<file path="config.mk">
export PLATFORM = sky130hd
export DESIGN_NAME = imm_encoder
export DESIGN_NICKNAME = d
export VERILOG_FILES = /design/src/rtl/imm_encoder.sv
export SDC_FILE = /design/constraint.sdc
export NUM_CORES = 1
export LEC_CHECK = 0
export CORE_AREA = 10 10 86 88
export DETAILED_ROUTE_END_ITERATION = 16
export DIE_AREA = 0 0 96 98
export GPL_ROUTABILITY_DRIVEN = 0
export PLACE_DENSITY = 0.82
export SYNTH_ARGS = -nofsm -noshare
export SYNTH_HDL_FRONTEND = slang
export SYNTH_SLANG_ARGS = --single-unit
</file>
<file path="constraint.sdc">
create_clock -name clk -period 5.6 [get_ports clk]
set_clock_uncertainty 0.1 [all_clocks]
set_input_delay 0.56 -clock clk [delete_from_list [all_inputs] [get_ports clk]]
set_output_delay 0.56 -clock clk [all_outputs]
set_load 0.05 [all_outputs]
</file>
<file path="src/rtl/imm_encoder.sv">
// imm_encoder: turns a full-width constant plus destination register into the
// MIPS instruction(s) that load it. Constants that survive a signed imm_size-bit
// round trip become a single ADDI; all others become LUI followed by ORI, one
// instruction per handshaked output beat.
//
// Optional build macro: IMM_ENC_LUI_SKIP_EN
//   When defined, an expansion whose low half is zero ends after the LUI beat
//   (LUI carries out_last=1 and no ORI is emitted). When undefined, ORI is
//   always emitted, even as ORI rt,rt,0x0000.
//
// state  | meaning
// IDLE   | waiting for a constant; in_ready=1
// SINGLE | presenting ADDI rt,$0,lo (final beat)
// HI     | presenting LUI rt,hi
// LO     | presenting ORI rt,rt,lo (final beat)

module imm_encoder #(
    parameter int size     = 32,
    parameter int imm_size = 16,
    parameter int CNT_W    = 16
) (
    input  logic             clk,
    input  logic             reset,
    input  logic             in_valid,
    output logic             in_ready,
    input  logic [size-1:0]  in_value,
    input  logic [4:0]       in_rt,
    output logic             out_valid,
    input  logic             out_ready,
    output logic [31:0]      out_instr,
    output logic             out_last,
    output logic             busy,
    output logic [CNT_W-1:0] expand_count
);

    localparam logic [1:0] IDLE   = 2'd0;
    localparam logic [1:0] SINGLE = 2'd1;
    localparam logic [1:0] HI     = 2'd2;
    localparam logic [1:0] LO     = 2'd3;

    localparam logic [5:0] OP_ADDI = 6'b001000;
    localparam logic [5:0] OP_LUI  = 6'b001111;
    localparam logic [5:0] OP_ORI  = 6'b001101;

    logic [1:0]          state;
    logic [1:0]          state_nxt;
    logic [size-1:0]     val_q;
    logic [4:0]          rt_q;
    logic                accept;
    logic                in_fits;
    logic [size-imm_size:0] top_bits;
    logic [imm_size-1:0] hi_half;
    logic [imm_size-1:0] lo_half;
    logic                lo_zero;

    // A constant fits when every bit from the sign bit of the immediate upward
    // is identical, i.e. sign extension of the low half reproduces it.
    assign top_bits = in_value[size-1:imm_size-1];
    assign in_fits  = (&top_bits) | ~(|top_bits);

    assign hi_half  = val_q[size-1:imm_size];
    assign lo_half  = val_q[imm_size-1:0];
    assign lo_zero  = (lo_half == '0);

    // in_ready depends only on the registered state, never on out_ready.
    assign in_ready = (state == IDLE);
    assign busy     = (state != IDLE);
    assign accept   = in_ready & in_valid;

    // Next-state selection and per-state output beat.
    always_comb begin
        state_nxt = state;
        out_valid = 1'b0;
        out_instr = '0;
        out_last  = 1'b0;
        case (state)
            IDLE: begin
                if (in_valid) begin
                    state_nxt = in_fits ? SINGLE : HI;
                end
            end
            SINGLE: begin
                out_valid = 1'b1;
                out_instr = {OP_ADDI, 5'd0, rt_q, lo_half};
                out_last  = 1'b1;
                if (out_ready) begin
                    state_nxt = IDLE;
                end
            end
            HI: begin
                out_valid = 1'b1;
                out_instr = {OP_LUI, 5'd0, rt_q, hi_half};
`ifdef IMM_ENC_LUI_SKIP_EN
                out_last  = lo_zero;
                if (out_ready) begin
                    state_nxt = lo_zero ? IDLE : LO;
                end
`else
                out_last  = 1'b0;
                if (out_ready) begin
                    state_nxt = LO;
                end
`endif
            end
            LO: begin
                out_valid = 1'b1;
                out_instr = {OP_ORI, rt_q, rt_q, lo_half};
                out_last  = 1'b1;
                if (out_ready) begin
                    state_nxt = IDLE;
                end
            end
            default: state_nxt = IDLE;
        endcase
    end

`ifndef IMM_ENC_LUI_SKIP_EN
    // lo_zero only steers the LUI-skip path; keep it observed in the default build.
    logic unused_lo_zero;
    assign unused_lo_zero = lo_zero;
`endif

    // State register plus capture of the accepted constant.
    always_ff @(posedge clk) begin
        if (reset) begin
            state <= IDLE;
            val_q <= '0;
            rt_q  <= '0;
        end else begin
            state <= state_nxt;
            if (accept) begin
                val_q <= in_value;
                rt_q  <= in_rt;
            end
        end
    end

    // Count accepted constants that needed expansion; sticks at all-ones.
    always_ff @(posedge clk) begin
        if (reset) begin
            expand_count <= '0;
        end else if (accept && !in_fits && (expand_count != {CNT_W{1'b1}})) begin
            expand_count <= expand_count + 1'b1;
        end
    end

endmodule

</file>
==> metrics.md, run 1 <==
| Metric | Value |
|---|---|
| Run status | complete, no violations |
| M1 GR Usage | 19.0% |
| Worst setup EP type | output pin |
| Starting Density | 45.8% |
| Share of cells above drive strength 1 | 6.67% |
| F_max | 0.305 GHz |
| Internal power | 0.000623 W |
| Fin util | 62.4% |
| Worst EP arrival | 2.62 ns |
| Post-synth EDFFs | 0 |
| CP Class | register to output pin |
| DRC violations left | 0 |
| Synth Instances | 350 |
| Die width | 96 um |
| Unrepaired setup endpoints after global routing | no |
| Max Cap Viol | 0 |
| Post-CTS Hold Buffers | 0 |
| P_sw | 0.000282 W |
| Busiest grt layer | met2 |
| Total grt overflow | 0 |
| Post-synth top flop | dfxtp_1 |
| Max Fanout on Critical Path | 28 |
| Mean Syn Cell Area | 7.52 um2 |
| Root Buffer | clkbuf_8 |
| First-pass GRT wire length | 12.4 mm |
| Synthesized area | 0.00263 mm2 |
| Max Transition Viols Final | 0 |
| Vias/cell | 5.37 |
| Skew-Pair Late Insertion Delay | 0.30 ns |
| Clock sink count | 55 |
| CTS tree | yes |
| Hold Crit Class | register to register |
| Hold Fails Final Rpt | 0 |
| P_leak | 1.23 nW |
| H-Tree Depth | 2 |
| Nets | 462 |
| Sequential share of power | 48.2% |
| Yosys warning count | 0 |
| Peak supply drop | 0.168 mV |
| Slowest stage delay, CP | 1.10 ns |
| Final setup violation count | 0 |
| Switching share of power | 31.2% |
| DRT antenna net count | 0 |
| Met2 GRT Util | 25.8% |
| Top-level port count | 93 |
| Worst-margin pin slew | 1.15 ns |
| Yosys cell types | 42 |
| Pwr dens | 252 mW/mm2 |
| TritonCTS Buffers | 5 |
| Critical path buffers and inverters | 1 |
| ANT cells | 0 |
| Met3 usage | 5.44% |
| #FFs+latches synth | 55 |
| Ys async rst share | 0% |
| Clock buffer depth | 2 |
| Clock share of power | 28.4% |
| Core area | 0.00575 mm2 |
| Post-CTS setup repair buffer count | 0 |
| Crit share post-route | 58.5% |
| Area growth syn-to-layout | 36.3% |
| CP Launch Type | register |
| Placed wire-length estimate | 5.63 mm |
| Die Area | 0.00941 mm2 |
| Routed WL per cell | 15.4 um |
| Comb power frac | 23.4% |
| Crit path cell chain | nand2_1 -> o21ai_0 -> clkdlybuf4s50_1 |
| Reg2reg setup slack | 2.64 ns |
| Final Critical Period | 3.28 ns |
| Vias in the first global route | 2541 |
| Most frequent cells in the layout | nand2_1, clkdlybuf4s50_1, dfxtp_1 |
| Sequential fraction of the synthesis area | 41.8% |
| Post-Route Setup TNS | 0 ns |
| IO buf count | 90 |
| Row count | 28 |
| Crit-path slowest cell | dfxtp_1 |
| Slew headroom | 23.3% |
| Vias | 2656 |
| Antenna violations before repair | 0 |
| First drt pass iteration count | 4 |
| Iteration-0 DRC Markers | 198 |
| Register clock-pin slew on the reported worst setup and hold paths | 0.10 ns |
| Req. time, crit path | 4.94 ns |
| Die height | 98 um |
| CTS resizes | 0 |
| Routed wire length | 7.62 mm |
| Largest net degree at the start of global routing | 58 |
| Leading cell type in the layout, fill and taps excluded | nand2_1 |
| CP top delay family | flip-flops |
| GRT Overall Usage | 15.8% |
flip-flops by register name, indices dropped and copies added, names as in the netlist:
signal,cells
expand_count,16
val_q,32
rt_q,5
state,2
worst register-to-register path, delay by kind of cell (launching register included):
| kind | cells | cell delay [ns] |
|---|---|---|
| AO/OA/AOI/OAI | 2 | 0.43 |
| flip-flops | 1 | 0.70 |
| AND/OR/NAND/NOR | 4 | 1.66 |
layer usage:
layer / wire [um] / part of all wire (%)
met5: 0 / 0
met4: 90 / 1.2
met3: 681 / 8.9
met2: 3710 / 49
met1: 3140 / 41
synthesized netlist by cell type (2+ instances only):
master,number,area share [%]
nand2_1,114,16
dfxtp_1,55,42
a21oi_1,47,8.9
clkbuf_1,18,2.6
o21ai_0,18,3.4
nand4_1,9,2.1
nor2_1,8,1.1
nor2b_1,8,1.9
nand3_1,7,1.3
buf_4,6,1.7
and3_1,5,1.2
nor4_1,5,1.2
o21ai_1,5,0.95
or3_2,5,1.4
o31ai_1,4,1.1
inv_1,3,0.43
or4_1,3,0.86
a21oi_2,2,0.67
buf_1,2,0.29
or3_1,2,0.48
or4_2,2,0.67
xor2_1,2,0.67
power by group through the flow:
| stage | Sequential, W | Clock, W | Combinational, W |
|---|---|---|---|
| floorplan | 0.000440 | 0 | 0.000144 |
| global placement | 0.000444 | 0 | 0.000209 |
| detailed placement | 0.000445 | 0 | 0.000212 |
| CTS | 0.000436 | 0.000260 | 0.000212 |
| global route | 0.000439 | 0.000279 | 0.000227 |
| finish | 0.000436 | 0.000257 | 0.000212 |
worst paths after layout:
kind | startpoint | end | depth (start not counted)
max | state[1] | out_instr[1] | 3
min | val_q[21] | val_q[21] | 2
max reg2reg | state[1] | expand_count[9] | 6
min reg2reg | val_q[21] | val_q[21] | 2
kinds of logic after synthesis:
kind of cell	share of synthesized area (%)
buffers and inverters	6.51
DFF	41.8
xor gates and xnor gates	0.666
and+or+nand+nor	32.2
AOI/OAI and AO/OA	16.8
muxes	1.38
adders and majority gates	0.475
other	0.142
layout make-up:
| type | count | area (um2) |
|---|---|---|
| clock inverters | 2 | 37.5 |
| flip-flops and latches | 55 | 1100 |
| well taps | 75 | 93.8 |
| inverters | 3 | 11.3 |
| clock buffers | 5 | 68.8 |
| fillers | 526 | 2160 |
| multi-input cells | 263 | 1360 |
| repair buffers | 92 | 911 |
metrics by stage:
stage          setup slack (ns)  instances  area (um2)  hold slack (ns)  total power (W)
2_1_floorplan              3.07        351        2640            0.335         0.000583
3_3_place_gp               2.71        488        3480            0.342         0.000653
3_5_place_dp               2.68        488        3480            0.348         0.000656
4_1_cts                    2.37        495        3590            0.361         0.000908
5_1_grt                    2.22        495        3590            0.385         0.000945
6_report                   2.32        495        3590            0.361         0.000905
Note: power is estimated with default switching activity, not from simulation.
==> inputs of run 2 (changes only) <==
- CORE_AREA: 10 10 86 88 -> 10 10 88 90
- DIE_AREA: 0 0 96 98 -> 0 0 98 100
- PLACE_DENSITY: 0.82 -> 0.78
- clock period: 5.6 -> 3.13 ns (I/O delays scaled with it)
==> metrics.md, run 2 (synthesis results as in run 1) <==
| Metric | Value |
|---|---|
| Largest net degree at the start of global routing | 39 (-33%) |
| H-Tree Depth | 2 (unchanged) |
| Reg2reg start | state[1] |
| CTS resizes | 0 (unchanged) |
| Final setup violation count | 0 (unchanged) |
| Clock sink count | 55 (unchanged) |
| Biggest regs | val_q x32, expand_count x16, rt_q x5 |
| Placed wire-length estimate | 5.88 mm (+4.4%) |
| Worst EP arrival | 2.35 ns (-0.27 ns) |
| DRT antenna net count | 0 (unchanged) |
| Pwr dens | 470 mW/mm2 (+86%) |
| Share of cells above drive strength 1 | 7.76% (+1.1 points) |
| Routed wire length | 7.92 mm (+3.9%) |
| Hold Crit Class | register to register |
| Req. time, crit path | 2.72 ns (-2.22 ns) |
| CP Class | register to output pin |
| Die height | 100 um (+2.0%) |
| Max Fanout on Critical Path | 14 (-50%) |
| M1 GR Usage | 18.4% (-0.57 points) |
| Slew headroom | 53.1% (+30 points) |
| Met2 GRT Util | 26.4% (+0.61 points) |
| Starting Density | 42.9% (-2.9 points) |
| Core area | 0.00613 mm2 (+6.7%) |
| Root Buffer | clkbuf_8 |
| Worst-margin pin slew | 0.702 ns (-0.447 ns) |
| Most frequent cells in the layout | nand2_1, clkdlybuf4s50_1, dfxtp_1 |
| Max Cap Viol | 0 (unchanged) |
| Post-CTS setup repair buffer count | 0 (unchanged) |
| ANT cells | 0 (unchanged) |
| Total power | 0.00172 W (+90%) |
| First-pass GRT wire length | 12.9 mm (+4.1%) |
| Cell Area, Placed | 0.00353 mm2 (+1.3%) |
| CP Launch Type | register |
| Peak supply drop | 0.278 mV (+66%) |
| GRT Overall Usage | 15.5% (-0.27 points) |
| Row count | 29 (+3.6%) |
| Total grt overflow | 0 (unchanged) |
| TritonCTS Buffers | 5 (unchanged) |
| Worst setup EP type | output pin |
| Clock buffer depth | 2 (unchanged) |
| Crit share post-route | 88.1% |
| Hold wc startpoint | val_q[16] |
| Register clock-pin slew on the reported worst setup and hold paths | 0.10 ns (about the same) |
| Tightest hold margin | 0.360 ns (-0.000301 ns) |
| Unrepaired setup endpoints after global routing | no |
| Post-CTS Hold Buffers | 0 (unchanged) |
| Final Critical Period | 2.76 ns |
| Run status | complete, no violations |
| Die width | 98 um (+2.1%) |
| WHS Path Cells | 2 (unchanged) |
| Vias | 2636 (-0.75%) |
| IO buf count | 90 (unchanged) |
| Iteration-0 DRC Markers | 214 (+8.1%) |
| DRC violations left | 0 (unchanged) |
| R2R cell count | 7 (+1) |
| CTS tree | yes |
| Vias in the first global route | 2556 (+0.59%) |
| Skew-Pair Late Insertion Delay | 0.30 ns (about the same) |
| Area growth syn-to-layout | 39.1% |
| Vias/cell | 5.25 (-2.1%) |
| Crit path from | state[0] |
| Nets | 466 (+0.87%) |
| Max Transition Viols Final | 0 (unchanged) |
| Busiest grt layer | met2 |
| Top-level port count | 93 (unchanged) |
| Biggest register | val_q |
| Finished Cell Area | 0.00366 mm2 (+2.1%) |
| Routed WL per cell | 15.8 um (+2.4%) |
| P_leak | 1.27 nW (+3.0%) |
| Antenna violations before repair | 0 (unchanged) |
| Largest register FFs | 32 (unchanged) |
| Hold Fails Final Rpt | 0 (unchanged) |
| Met3 usage | 5.15% (-0.29 points) |
| F_max | 0.363 GHz |
| Leading cell type in the layout, fill and taps excluded | nand2_1 |
| Die Area | 0.00980 mm2 (+4.2%) |
| First drt pass iteration count | 4 (unchanged) |
| Post-Route Setup TNS | 0 ns (unchanged) |
## run 2: worst paths after layout
check / to / slack, ns
worst min-delay path: val_q[16] / 0.36
worst min register to register: val_q[16] / 0.36
worst max-delay path: out_instr[11] / 0.37
worst max register to register: expand_count[9] / 0.71
## run 2: layout make-up
type	instances	area [um2]
Fill cell	569	2470
Multi-Input combinational cell	263	1360
Sequential cell	55	1100
Timing Repair Buffer	96	953
Tap cell	77	96.3
Clock buffer	5	68.8
Clock inverter	3	67.6
Inverter	3	11.3
## run 2: where the power goes
group	switching, W	internal [W]	total (W)
Clock	0.000231	0.000319	0.000550
Combinational	0.000250	0.000147	0.000397
Sequential	0.0000347	0.000740	0.000775
## run 2: metal layers
metal	up-vias	routed length, um	share of wire [%]
met5	-	0	0
met4	0	95	1.2
met3	8	621	7.8
met2	79	3840	48
met1	1221	3360	42
li1	1328	-	-
## run 2: critical path, cell delays in order, from the launching register on
cell	delay, ns
dfxtp_1	0.79
buf_4	0.28
nand2_1	0.06
o21ai_0	0.07
clkdlybuf4s50_1	0.83
## run 2: per-stage QoR
step / instances / util (%) / setup slack, ns
2_1_floorplan: 351 / - / 0.702
3_3_place_gp: 494 / 57.5 / 0.561
3_5_place_dp: 494 / 57.5 / 0.505
4_1_cts: 502 / 59.7 / 0.380
5_1_grt: 502 / 59.7 / 0.234
6_report: 502 / 59.7 / 0.372
